--- src/rtl/pcg_rr_server.sv ---
// pcg_rr_server: one PCG XSH-RR 32-bit generator shared by N requesters
// through a round-robin arbiter. The block runs the pcg32-style seeding
// sequence itself, then serves at most one value per clock. The generator
// advances exactly once per grant, so no stream value is delivered twice
// or skipped.
module pcg_rr_server #(
  parameter int          N = 4,
  parameter logic [63:0] A = 64'd6364136223846793005,
  parameter logic [63:0] C = 64'd1442695040888963407
) (
  input  logic          clk,
  input  logic          rst,
  input  logic [63:0]   Seed,
  input  logic          reseed,
  input  logic [N-1:0]  req,
  output logic [N-1:0]  gnt,
  output logic [31:0]   rnd,
  output logic          busy
);

  localparam int LW = $clog2(N);

  localparam logic [1:0] ST_ZERO = 2'd0;
  localparam logic [1:0] ST_ADD  = 2'd1;
  localparam logic [1:0] ST_WARM = 2'd2;
  localparam logic [1:0] ST_RUN  = 2'd3;

  logic [63:0]   state_q, state_d;
  logic [1:0]    fsm_q,   fsm_d;
  logic [LW-1:0] last_q,  last_d;
  logic [N-1:0]  gnt_q,   gnt_d;
  logic [31:0]   rnd_q,   rnd_d;

  logic          found;
  logic [LW-1:0] winner;
  logic [LW-1:0] cand;

  // One LCG step; the product wraps modulo 2^64 by truncation.
  function automatic logic [63:0] lcg_step(input logic [63:0] s);
    return s * A + C;
  endfunction

  // XSH-RR output permutation of a (pre-step) state.
  function automatic logic [31:0] xsh_rr(input logic [63:0] s);
    logic [31:0] xs;
    logic [4:0]  rot;
    xs  = 32'(((s >> 18) ^ s) >> 27);
    rot = s[63:59];
    // (32 - rot) & 31 is simply -rot modulo 32.
    return (xs >> rot) | (xs << (5'd0 - rot));
  endfunction

  // Round-robin search starting one past the last granted requester.
  always_comb begin
    // NOTE: every variable gets a default before any branch, so no latch
    // can be inferred whichever path the logic takes.
    found  = 1'b0;
    winner = '0;
    cand   = '0;
    for (int i = 1; i <= N; i++) begin
      cand = LW'((int'(last_q) + i) % N);
      if (!found && req[cand]) begin
        found  = 1'b1;
        winner = cand;
      end
    end
  end

  // Seeding sequence, grant issue and generator advance.
  always_comb begin
    state_d = state_q;
    fsm_d   = fsm_q;
    last_d  = last_q;
    gnt_d   = '0;
    rnd_d   = rnd_q;
    case (fsm_q)
      ST_ZERO: begin
        state_d = C;                  // 0*A + C
        fsm_d   = ST_ADD;
      end
      ST_ADD: begin
        state_d = state_q + Seed;
        fsm_d   = ST_WARM;
      end
      ST_WARM: begin
        state_d = lcg_step(state_q);
        fsm_d   = ST_RUN;
      end
      default: begin                  // ST_RUN
        if (found) begin
          gnt_d   = N'(1) << winner;
          rnd_d   = xsh_rr(state_q);
          state_d = lcg_step(state_q);
          last_d  = winner;
        end
      end
    endcase
    // A reseed pre-empts everything, including a grant that would
    // otherwise go out this cycle; the arbiter pointer is kept.
    if (reseed) begin
      state_d = state_q;
      fsm_d   = ST_ZERO;
      last_d  = last_q;
      gnt_d   = '0;
      rnd_d   = rnd_q;
    end
  end

  // State registers; reset clears everything and points the arbiter so
  // that requester 0 is considered first.
  always_ff @(posedge clk or posedge rst) begin
    if (rst) begin
      state_q <= '0;
      fsm_q   <= ST_ZERO;
      last_q  <= LW'(N - 1);
      gnt_q   <= '0;
      rnd_q   <= '0;
    end else begin
      // NOTE: non-blocking assignments so every flop samples the values
      // from before this edge, independent of statement order.
      state_q <= state_d;
      fsm_q   <= fsm_d;
      last_q  <= last_d;
      gnt_q   <= gnt_d;
      rnd_q   <= rnd_d;
    end
  end

  assign gnt  = gnt_q;
  assign rnd  = rnd_q;
  assign busy = (fsm_q != ST_RUN);

endmodule
--- config.mk ---
export PLATFORM = sky130hd
export DESIGN_NAME = pcg_rr_server
export DESIGN_NICKNAME = d
export VERILOG_FILES = /design/src/rtl/pcg_rr_server.sv
export SDC_FILE = /design/constraint.sdc
export NUM_CORES = 2
export LEC_CHECK = 0
export BUFFER_PORTS_ARGS = -buffer_cell sky130_fd_sc_hd__buf_2
export CAP_MARGIN = 20
export CELL_PAD_IN_SITES_DETAIL_PLACEMENT = 0
export CELL_PAD_IN_SITES_GLOBAL_PLACEMENT = 2
export CORE_ASPECT_RATIO = 1.4
export CORE_UTILIZATION = 35
export CTS_CLUSTER_SIZE = 12
export DETAILED_ROUTE_END_ITERATION = 12
export PLACE_DENSITY_LB_ADDON = 0.3
export SETUP_SLACK_MARGIN = 0.2
export SLEW_MARGIN = 30
export SYNTH_ARGS = -nofsm -noshare
export SYNTH_HDL_FRONTEND = slang
export SYNTH_SLANG_ARGS = --single-unit
export TNS_END_PERCENT = 20
--- constraint.sdc ---
create_clock -name clk -period 16.4 [get_ports clk]
set_input_delay 2.46 -clock clk [delete_from_list [all_inputs] [get_ports clk]]
set_output_delay 2.46 -clock clk [all_outputs]
set_load 0.05 [all_outputs]
==> flow_metrics.tcl <==
set metrics [dict create \
    cts_tree "done" \
    cts_buffers 9 \
    max_stage_delay_ns 0.88 \
    vias 34400 \
    io_pins 108 \
    clk_pin_slew_worst_paths_ns 0.10 \
    clock_sinks 104 \
    synth-seq-cells 104 \
    chipHeight_um 430 \
    hold_class "flop to flop" \
    synth.area.top_cells "fa_1, ha_1, inv_1" \
    avgSynthCellArea_sq_um 9.53 \
    hold_viol 0 \
    clock_path_buffers 2 \
    wl_met1_um 67400 \
    wire_per_inst_um 29.8 \
    grt_max_degree 70 \
    place_area_sq_um 48700 \
    setup_violations 0 \
    path_max_fanout 11 \
    hold_buffers 0 \
    viasPerCell 5.19 \
    gp_congestion 1.01 \
    yosysTopAreaCell "fa_1" \
    fmax_ghz 0.100 \
    drv_cap 0 \
    layout.cells.non_filler 6629 \
    drt_iter0_markers 1944 \
    rsz0062_at_grt "no" \
    synth_area_sq_um 45700 \
    ctsRootBufferMaster "clkbuf_16" \
    worstMarginPinSlew_ns 1.01 \
    route.detailed.drc 0 \
    async_flop_share_pct 100 \
    design_area_sq_um 49000 \
    grt_use_total_pct 30.7 \
    clk-insertion-delay-late_ns 0.42 \
    startpoint_type "flop" \
    yosys.cell_count.top_type "inv_1" \
    grt_pass1_vias 38600 \
    finalMaxSlewViolations 0 \
    dr.pass1.iters 5 \
    outcome "finished, final reports clean" \
    hpwlAfterDp_um 176000 \
    synth_cells 4793 \
    dp.cells 6612 \
    cts_resized 0 \
    dieArea_sq_um 132000 \
    nets 6560 \
    num_rows 156 \
    maxSlewHeadroom_pct 31.9 \
    ys_warn_count 0 \
    core-area_sq_um 129000 \
    ant_nets 0 \
    post_cts_buffers 0 \
    wl_met3_um 6370 \
    fin_crit_sh_pct 60.7 \
    initial_core_util_pct 35.3 \
    global_route.overflow_total 0 \
    cp-end-kind "flop" \
    path_common_cell "inv_1" \
    yosysUniqueCellTypes 92 \
    drive_above_1_share_pct 6.05 \
    finalClockSkew_ns 0.0210 \
    antenna_found_initial 3 \
    ys_seq_area_share_pct 5.70 \
    fin_crit_ns 9.96 \
    slowest_stage "dfrtp_1" \
    htreeDepth 3 \
    met2_length_um 103000 \
    area_growth_pct 7.16 \
    io_buffers 107 \
    tns_ns 0 \
    path_class "flop to flop" \
    synth_edf_count 0 \
    synth_flop_cell "dfrtp_1" \
    drt_wl_total_um 197000 \
    die_w_um 307 \
    synth_top_area_share_pct 41.7 \
    syn_nets 6468 \
    grt_pass1_wl_um 282000 \
    highest_layer "met4" \
    crit_required_ns 16.69 \
    n_fill_cell 13400 \
    ys_top_cells_by_count "inv_1, fa_1, ha_1" \
    arrival_ns 10.25 \
]
-- placed cells by master, fill, tap and decap left out, drive strengths merged, types with 16 or more instances in the layout --
cell type  instances
xnor2            151
nor2             193
nand2            203
a221oi            37
o21a              18
nor3              19
xor2              56
mux2i             50
o21ai            154
and2              19
a31oi             29
nand3             33
nand4             28
a211oi            44
a21o              73
mux4              16
and3              18
ha               652
a21oi            272
o21bai            29
buf              196
inv             1340
nor2b             18
dfrtp            102
fa               952
-- logic make-up (layout without fill, tap and decap cells) --
family	Yosys count	count (layout)	synth area share [%]
compound gates	774	774	11.0
xor+xnor	207	207	3.97
fa+ha+maj	1604	1604	59.6
buf+inv	1453	1550	12.0
flops	104	104	5.70
mux	77	77	2.15
other cells	0	1	0
simple gates	574	574	5.64
-- per-stage QoR --
stage          worst slack, ns  hold slack [ns]  utilization [%]
4_1_cts                   6.47            0.530             37.8
6_report                  6.44            0.525             37.8
3_3_place_gp              6.47            0.511             37.6
3_5_place_dp              6.50            0.517             37.6
5_1_grt                   5.97            0.559             37.8
2_1_floorplan             7.78            0.496                -
-- layer usage --
metal	vias to the layer above	GRT usage, %
met3	480	2.53
met1	17700	31.7
li1	15200	-
met2	1035	55.6
met5	-	0
met4	0	26.2
-- final timing paths --
| kind | start | to | slack [ns] | cells past startpoint |
|---|---|---|---|---|
| max in group asynchronous | rst | state_q[60]$_DFFE_PP0P_ | 12.44 | 4 |
| setup reg to reg | state_q[9]$_DFFE_PP0P_ | state_q[59]$_DFFE_PP0P_ | 6.44 | 32 |
| hold / removal | last_q[0]$_DFFE_PP1P_ | last_q[0]$_DFFE_PP1P_ | 0.52 | 2 |
| min in group asynchronous | rst | rnd[6]$_DFFE_PP0P_ | 1.94 | 2 |
| hold reg to reg | last_q[0]$_DFFE_PP1P_ | last_q[0]$_DFFE_PP1P_ | 0.52 | 2 |
| setup / recovery | state_q[9]$_DFFE_PP0P_ | state_q[59]$_DFFE_PP0P_ | 6.44 | 32 |
-- worst max-delay path, delay by kind of cell (launching register included) --
| family | cells | cell delay, ns |
|---|---|---|
| flip-flops | 1 | 0.88 |
| XOR/XNOR | 1 | 0.15 |
| buffers and inverters | 10 | 0.90 |
| adder cells (fa/ha/maj) | 11 | 5.16 |
| AND/OR/NAND/NOR | 4 | 0.85 |
| AO/OA/AOI/OAI | 6 | 1.86 |
-- flip-flops by register name, summed over array words and instances (netlist names) --
register,flops
gnt,4
state_q,64
last_q,2
rnd,32
fsm_q,2
-- final cells by class --
class	count	area (sq um)	area share, %
Antenna cell	1	2.50	0.00511
Tap cell	1738	2170	4.44
Inverter	1338	5020	10.3
Clock buffer	12	246	0.503
Clock inverter	4	36.3	0.0741
Timing Repair Buffer	196	1200	2.44
Multi-Input combinational cell	3236	37700	76.9
Sequential cell	104	2610	5.33
Power is left out: the tool's default activity adds up to more than one toggle a clock period on the data nets, which glitch-free logic cannot reach.
